[src/rtl/pc_interface_initiator.sv]
// Host-side initiator: sends one command byte over a UART byte stream, then streams bank write data
// or reassembles bank read data. Optional RX stall abort is enabled by defining RX_TIMEOUT_EN.
module pc_interface_initiator #(
    parameter int TEST_PATTERN_WIDTH = 56,
    parameter int TIMEOUT_WIDTH      = 16
) (
    input  logic                          i_clk,
    input  logic                          i_rst,
    input  logic                          i_req_valid,
    output logic                          o_req_rdy,
    input  logic [3:0]                    i_req_addr,
    input  logic                          i_req_wr,
    input  logic                          i_req_inc,
    input  logic [TEST_PATTERN_WIDTH-1:0] i_wdata,
    output logic                          o_wdata_rd,
    output logic [TEST_PATTERN_WIDTH-1:0] o_rdata,
    output logic                          o_rdata_valid,
    output logic [2:0]                    o_rdata_addr,
    output logic                          o_done,
    output logic                          o_error,
    output logic [7:0]                    o_tx_data,
    output logic                          o_tx_wr,
    input  logic                          i_tx_rdy,
    input  logic [7:0]                    i_rx_data,
    input  logic                          i_rx_valid,
    output logic                          o_rx_rd
);

    localparam int PATTERN_BYTES = (TEST_PATTERN_WIDTH + 7) / 8;
    localparam int SW            = PATTERN_BYTES * 8;
    localparam int CW            = $clog2(PATTERN_BYTES);

    typedef enum logic [3:0] {
        IDLE, CMD, LOAD, TX_WAIT, TX, RX_WAIT, RX, RDONE, NEXT, DONE
    } state_t;

    state_t state, state_nx;

    logic [3:0]                    addr;
    logic                          wr;
    logic                          inc;
    logic [CW-1:0]                 cnt;
    logic [SW-1:0]                 tx_sr;
    logic [SW-9:0]                 rx_sr;
    logic                          tx_wr_q;
    logic [7:0]                    tx_data_q;
    logic [TEST_PATTERN_WIDTH-1:0] rdata_q;
    logic [2:0]                    rdata_addr_q;
    logic                          timeout;

    always_ff @(posedge i_clk) begin
        if (i_rst) state <= IDLE;
        else       state <= state_nx;
    end

    always_comb begin
        state_nx      = state;
        o_req_rdy     = 1'b0;
        o_wdata_rd    = 1'b0;
        o_rx_rd       = 1'b0;
        o_rdata_valid = 1'b0;
        o_done        = 1'b0;
        o_error       = 1'b0;
        case (state)
            IDLE: begin
                o_req_rdy = 1'b1;
                if (i_req_valid) state_nx = CMD;
            end
            CMD:     if (i_tx_rdy) state_nx = LOAD;
            LOAD: begin
                o_wdata_rd = wr;
                state_nx   = wr ? TX_WAIT : RX_WAIT;
            end
            TX_WAIT: if (i_tx_rdy) state_nx = TX;
            TX:      state_nx = (cnt == '0) ? NEXT : TX_WAIT;
            RX_WAIT: begin
                if (i_rx_valid) begin
                    state_nx = RX;
                end else if (timeout) begin
                    o_error  = 1'b1;
                    state_nx = IDLE;
                end
            end
            RX: begin
                o_rx_rd  = 1'b1;
                state_nx = (cnt == '0) ? RDONE : RX_WAIT;
            end
            RDONE: begin
                o_rdata_valid = 1'b1;
                state_nx      = NEXT;
            end
            NEXT:    state_nx = (inc && addr[2:0] != 3'd7) ? LOAD : DONE;
            DONE: begin
                o_done   = 1'b1;
                state_nx = IDLE;
            end
            default: state_nx = IDLE;
        endcase
    end

    // The TX strobe is registered one state early (on leaving CMD / TX_WAIT) so that it is high
    // exactly in the cycle after the ready check, carrying the byte that state would send.
    always_ff @(posedge i_clk) begin
        if (i_rst) begin
            addr         <= '0;
            wr           <= 1'b0;
            inc          <= 1'b0;
            cnt          <= '0;
            tx_sr        <= '0;
            rx_sr        <= '0;
            tx_wr_q      <= 1'b0;
            tx_data_q    <= '0;
            rdata_q      <= '0;
            rdata_addr_q <= '0;
        end else begin
            tx_wr_q <= 1'b0;
            case (state)
                IDLE: begin
                    if (i_req_valid) begin
                        addr <= i_req_addr;
                        wr   <= i_req_wr;
                        inc  <= i_req_inc;
                    end
                end
                CMD: begin
                    if (i_tx_rdy) begin
                        tx_wr_q   <= 1'b1;
                        tx_data_q <= {2'b00, wr, inc, addr};
                    end
                end
                LOAD: begin
                    cnt   <= addr[3] ? CW'(PATTERN_BYTES - 1) : CW'(1);
                    rx_sr <= '0;
                    if (wr) begin
                        if (addr[3]) tx_sr <= SW'(i_wdata);
                        else         tx_sr <= {i_wdata[15:0], {(SW-16){1'b0}}};
                    end
                end
                TX_WAIT: begin
                    if (i_tx_rdy) begin
                        tx_wr_q   <= 1'b1;
                        tx_data_q <= tx_sr[SW-1 -: 8];
                    end
                end
                TX: begin
                    tx_sr <= tx_sr << 8;
                    cnt   <= cnt - 1'b1;
                end
                RX: begin
                    rx_sr <= {rx_sr[SW-17:0], i_rx_data};
                    cnt   <= cnt - 1'b1;
                    if (cnt == '0) begin
                        rdata_q      <= TEST_PATTERN_WIDTH'({rx_sr, i_rx_data});
                        rdata_addr_q <= addr[2:0];
                    end
                end
                NEXT: begin
                    if (inc && addr[2:0] != 3'd7) addr[2:0] <= addr[2:0] + 3'd1;
                end
                default: ;
            endcase
        end
    end

`ifdef RX_TIMEOUT_EN
    logic [TIMEOUT_WIDTH-1:0] to_cnt;

    always_ff @(posedge i_clk) begin
        if (i_rst || state == LOAD || state == RX) to_cnt <= '0;
        else if (state == RX_WAIT && !(&to_cnt))   to_cnt <= to_cnt + 1'b1;
    end

    assign timeout = &to_cnt;
`else
    // RX_WAIT never gives up; the width parameter stays referenced for interface compatibility.
    assign timeout = 1'b0 & (TIMEOUT_WIDTH > 0);
`endif

    assign o_tx_wr      = tx_wr_q;
    assign o_tx_data    = tx_data_q;
    assign o_rdata      = rdata_q;
    assign o_rdata_addr = rdata_addr_q;

endmodule

[config.mk]
export PLATFORM = sky130hd
export DESIGN_NAME = pc_interface_initiator
export DESIGN_NICKNAME = d
export VERILOG_FILES = /design/src/rtl/pc_interface_initiator.sv
export SDC_FILE = /design/constraint.sdc
export NUM_CORES = 1
export LEC_CHECK = 0
export BUFFER_PORTS_ARGS = -buffer_cell sky130_fd_sc_hd__buf_4
export CORE_UTILIZATION = 45
export CTS_CLUSTER_DIAMETER = 150
export DETAILED_ROUTE_END_ITERATION = 6
export PLACE_DENSITY = 0.67
export SYNTH_ARGS = -nofsm -noshare
export SYNTH_HDL_FRONTEND = slang
export SYNTH_SLANG_ARGS = --single-unit
[constraint.sdc]
create_clock -name i_clk -period 5.15 [get_ports i_clk]
set_clock_uncertainty 0.1 [all_clocks]
set_input_delay 0.2575 -clock i_clk [delete_from_list [all_inputs] [get_ports i_clk]]
set_output_delay 0.2575 -clock i_clk [all_outputs]
set_load 0.02 [all_outputs]
---- Yosys cells after proc, flatten, opt, wreduce, memory -nomap -nowiden ----
Index checks and enable logic that the tools add are counted.
storage, ports and cells
  register bits ........................... 185
  input bits .............................. 75
  output and inout port bits .............. 74
  word-level logic and storage cells ...... 75
cells by class
  add/sub/neg operators ................... 2
  eq/ne operators ......................... 16
  mux-type cells .......................... 27
  bitwise operators ....................... 1
  reduce and logical (&&, ||, !) cells .... 17
operators by type and width
  kind                                           number
  2-to-1 mux 56 bit                              2
  case mux 56 bit (2 select lines)               1
  case mux 48 bit (2 select lines)               1
  case mux 4 bit (9 select lines)                1
  2-to-1 mux 4 bit                               6
  == test 4 x 3 -> 1 bit, second input constant  4
  2-to-1 mux 8 bit                               2
  case mux 8 bit (2 select lines)                1
  2-to-1 mux 3 bit                               4
  inequality test 2 bit, second input constant   6
  case mux 3 bit (2 select lines)                2
  nonzero test 2 bit                             5
  == test 4 x 2 -> 1 bit, second input constant  2
  == test 4 bit, second input constant           2
  2-to-1 mux 1 bit                               6
  AND reduction 2 bit                            3
  AND reduction 3 bit                            2
  OR reduction 2 bit                             3
  == test 4 x 1 -> 1 bit, second input constant  1
  logical NOT 4 bit                              1
  AND reduction 4 bit                            1
  adder 3 x 1 -> 3 bit, second input constant    1
  logical NOT 3 bit                              1
  inequality test 3 bit, second input constant   1
  other kinds (4)                                4

---- Longest topological paths before layout ----
  depth in word-level cells ............... 4
  gate-level depth with buffers ........... 9
  mapped depth without buffers ............ 6

---- Least setup slack after synthesis ----
OpenSTA, ideal clock, no wires.
  path type ............................... reg2reg
  from .................................... reg state[0]
  to ...................................... reg addr[3]
  library setup time ...................... 0.128 ns
  arrival time ............................ 1.845 ns
  required time ........................... 4.922 ns
  setup slack ............................. 3.078 ns
  stages on the path, launching flop included .. 7
  buffers on the path ..................... 2
  period minus slack after synthesis ...... 2.072 ns
  path through ............................ dfxtp_1 -> buf_4 -> buf_4 -> nor4_1 -> nand2_1 -> mux2i_1 -> nor2_1
between the ends
  cells in the longest elaborated chain, start to end .. 2
RTL lines
  element                        line  source
  start, declared                37    state_t state, state_nx;
  start signal, assigned         53    else state <= state_nx;
  logical NOT 4 bit              117   case (state)
  AND reduction 2 bit (no line)  --
  end signal, assigned           120   addr <= i_req_addr;
  end, declared                  39    logic [3:0] addr;
Every way passes these cells.
A chain may end at the register's enable or synchronous reset.

---- Final worst setup path ----
  from .................................... reg state[1]
  to ...................................... out o_wdata_rd
between the ends
  cells in the longest elaborated chain, start to end .. 2
RTL lines
  element                 line  source
  == test 4 x 2 -> 1 bit  64    case (state)
  2-to-1 mux 1 bit        64
  end, declared           15    output logic o_wdata_rd,
Every way passes these cells.

==> impl_results.rst <==
.. list-table::
   :header-rows: 1

   * - Metric
     - Value
   * - Avg Cell Area, Syn
     - 8.32 um2
   * - Final total power
     - 0.00332 W
   * - Syn Std Cell Area
     - 0.00748 mm2
   * - Cell types with the largest area share after synthesis
     - sky130_fd_sc_hd__dfxtp_1, sky130_fd_sc_hd__nand2_1, sky130_fd_sc_hd__a21oi_1
   * - Proportion of netlist area held by the largest area contributor
     - 49.5%
   * - CTS-repair resized insts
     - 0
   * - Sequential fraction of the synthesis area
     - 49.5%
   * - Final hold vios
     - 0
   * - CP dominant cell by count
     - sky130_fd_sc_hd__buf_4
   * - TritonCTS buffer count
     - 17
   * - Cell at the root of the clock tree
     - sky130_fd_sc_hd__clkbuf_16
   * - Remaining DRCs
     - 0
   * - CP startpoint kind
     - register
   * - Post-route non-filler standard cell count
     - 1230
   * - Placer Congestion
     - 0.834
   * - TritonCTS clock tree
     - done
   * - Class of the most critical setup path
     - register to primary output
   * - Antenna Violating Nets Remaining
     - 0
   * - Count of input and output buffers
     - 147
   * - Series of cell instances along the critical path
     - nor3b_4 > nand2_2 > buf_4 > inv_2 > buf_4
   * - Starting Density
     - 46.6%
   * - Count of hold buffers inserted by post-cts repair
     - 14
   * - Top Family by Delay on Critical Path
     - buffers and inverters
   * - Placed Cells incl. Taps
     - 1185
   * - Setup TNS
     - 0 ns
   * - Mapped Nets
     - 979
   * - Die Y
     - 131 um
   * - CTS Sinks
     - 185
   * - Total congestion overflow after global routing
     - 0
   * - Crit-path max FO
     - 57
   * - Boundary pin count
     - 149
   * - Highest attainable clock frequency
     - 271 MHz
   * - Worst-path cell with the longest stage delay
     - sky130_fd_sc_hd__dfxtp_1
   * - Synth warn
     - 0
   * - TritonRoute pass-1 iters
     - 5
   * - Vias per inst
     - 5.43
   * - Critical Path AT
     - 3.33 ns
   * - Clk Latency, worst-skew pair
     - 0.43 ns
   * - Via Count
     - 6675
   * - Power density cells
     - 358 mW/mm2
   * - Wire length of the first global-routing pass
     - 30.1 mm
   * - Wirelength per Cell
     - 15.4 um
   * - Stage delay of the slowest cell on the critical path
     - 0.80 ns
   * - Maximum number of pins on one net before global-route repair
     - 106
   * - Worst min-delay path class
     - primary input to register
   * - Count of distinct cell types in the synthesized netlist
     - 48
   * - Max-slew headroom
     - 24.1%
   * - Share of the clock period used by the worst path after layout
     - 71.7%
   * - Final nets
     - 1081
   * - Row Count
     - 46
   * - All-Layer GR Usage
     - 22.5%
   * - Number of setup violations in the final report
     - 0
   * - Least-Margin Pin Slew
     - 1.13 ns
   * - DRC marker count from the first detailed-route iteration
     - 540
   * - Commonest register cell after synthesis
     - sky130_fd_sc_hd__dfxtp_1
   * - Post-CTS setup buffer count
     - 0
   * - Time the worst path needs with I/O delays and setup
     - 3.69 ns
   * - Core area
     - 0.0161 mm2
   * - Number of antenna diodes
     - 0
   * - Outcome
     - completed
   * - CTS H-Tree Depth
     - 4
   * - Synthesis-stage register bit count
     - 185
   * - Overall die width
     - 131 um
   * - Final routed wirelength across all metal layers
     - 18.9 mm
   * - Leakage power
     - 3.40 nW
   * - Type of element capturing the critical path
     - primary output
   * - Maximum Capacitance Violations
     - 0
   * - Post-detail-place hpwl
     - 11.9 mm
   * - Number of antenna violations at the first check in global routing
     - 0
   * - Die Footprint
     - 0.0172 mm2
   * - Clock transition at path regs
     - 0.07 ns
   * - Worst Path Buf+Inv
     - 3
   * - Share of flip-flops with an asynchronous set or reset after synthesis
     - 0%
   * - Cell type with the highest aggregate area in the netlist
     - sky130_fd_sc_hd__dfxtp_1
   * - Worst supply voltage drop on vdd
     - 221 uV
   * - Cells after synthesis
     - 900
   * - Layout cells sized above 1
     - 19.2%
   * - Buffers from clock root to sink, at most
     - 2
   * - Area Growth Syn to Fin
     - 23.8%
   * - Unrepaired setup endpoints after global routing
     - false
   * - Fillcell total
     - 1495
   * - EDFF count, synth
     - 0
   * - Number of global-route vias before repair
     - 5820
   * - Final number of max-transition violations
     - 0
   * - Data required time at the worst endpoint
     - 4.79 ns
area by class of cell:
class,instances,area [um2],share of cell area (%)
Clock buffer,22,464,5.01
Clock inverter,9,116,1.26
Inverter,8,30.0,0.324
Multi-Input combinational cell,622,3380,36.5
Timing Repair Buffer,168,1300,14.0
Tap cell,216,270,2.92
Sequential cell,185,3700,40.0
synth_stat cells (all sizes together), types with 3 or more instances:
library cell  number
nor2              92
nand2b             8
mux2i             22
inv                8
a31oi              3
ha                 4
nor2b              4
nand2            192
nand3             58
o221ai             6
o21ai              4
nor3b              4
a22oi             50
dfxtp            185
nor3               3
clkbuf            52
buf               33
a21oi             97
nand4bb            3
o211ai            17
a311oi            33
state kept, by name (all words and copies together), names as in the netlist:
| register | cells |
|---|---|
| state | 4 |
| cnt | 3 |
| o_rdata_addr | 3 |
| inc | 1 |
| o_tx_data | 8 |
| o_rdata | 56 |
| rx_sr | 48 |
| tx_sr | 56 |
| addr | 4 |
| o_tx_wr | 1 |
| wr | 1 |
where the power goes:
group	switching [W]	internal, W
Combinational	0.000288	0.000186
Clock	0.000547	0.000744
Sequential	0.0000650	0.00149
cell families (layout without fill, tap and decap cells):
kind of cell | Yosys count | in the layout | share of synthesized area, %
adder cells (fa/ha/maj) | 4 | 4 | 0.669
flip-flops | 185 | 185 | 49.5
AO/OA/AOI/OAI | 220 | 220 | 19.6
multiplexers | 22 | 22 | 2.94
AND/OR/NAND/NOR | 375 | 375 | 21.6
buffers and inverters | 93 | 207 | 5.62
other | 1 | 1 | 0.0501
layout by cell type (no fill, tap or decap), types with 22 or more instances in the layout:
cell type                    n
sky130_fd_sc_hd__nand2_1   190
sky130_fd_sc_hd__mux2i_1    22
sky130_fd_sc_hd__nand3_1    58
sky130_fd_sc_hd__a311oi_1   33
sky130_fd_sc_hd__a21oi_1    97
sky130_fd_sc_hd__a22oi_1    50
sky130_fd_sc_hd__nor2_1     92
sky130_fd_sc_hd__dfxtp_1   184
sky130_fd_sc_hd__buf_4     154
per-stage QoR:
stage / setup WS (ns) / instance area, um2 / hold WS [ns] / utilization [%]
2_1_floorplan: 3.08 / 7480 / 0.276 / -
3_3_place_gp: 1.91 / 8540 / 0.341 / 53.2
3_5_place_dp: 1.90 / 8540 / 0.346 / 53.2
4_1_cts: 1.47 / 9260 / 0.00441 / 57.7
5_1_grt: 1.25 / 9260 / 0.00884 / 57.7
6_report: 1.46 / 9260 / 0.0146 / 57.7
path summary, 6_finish.rpt:
path | endpoint | from | depth (start not counted) | slack, ns
setup / recovery | o_wdata_rd | state[1] | 5 | 1.46
hold / removal | tx_sr[6] | i_wdata[6] | 3 | 0.01
setup reg to reg | tx_sr[12] | state[1] | 6 | 1.84
hold reg to reg | tx_sr[41] | tx_sr[33] | 2 | 0.35
layer usage:
| metal | part of all wire (%) | track usage [%] |
|---|---|---|
| met2 | 44 | 32.2 |
| met5 | 0 | 0 |
| met1 | 50 | 33.5 |
| met3 | 5.4 | 5.05 |
| met4 | 1.2 | 6.29 |
worst register-to-register path: cells and delay by family, from the launching register on:
kind / cells / cell delay, ns
AO/OA/AOI/OAI: 1 / 0.32
buffers and inverters: 2 / 1.07
flip-flops: 1 / 0.80
AND/OR/NAND/NOR: 3 / 0.92
(Power assumes the default switching activity.)
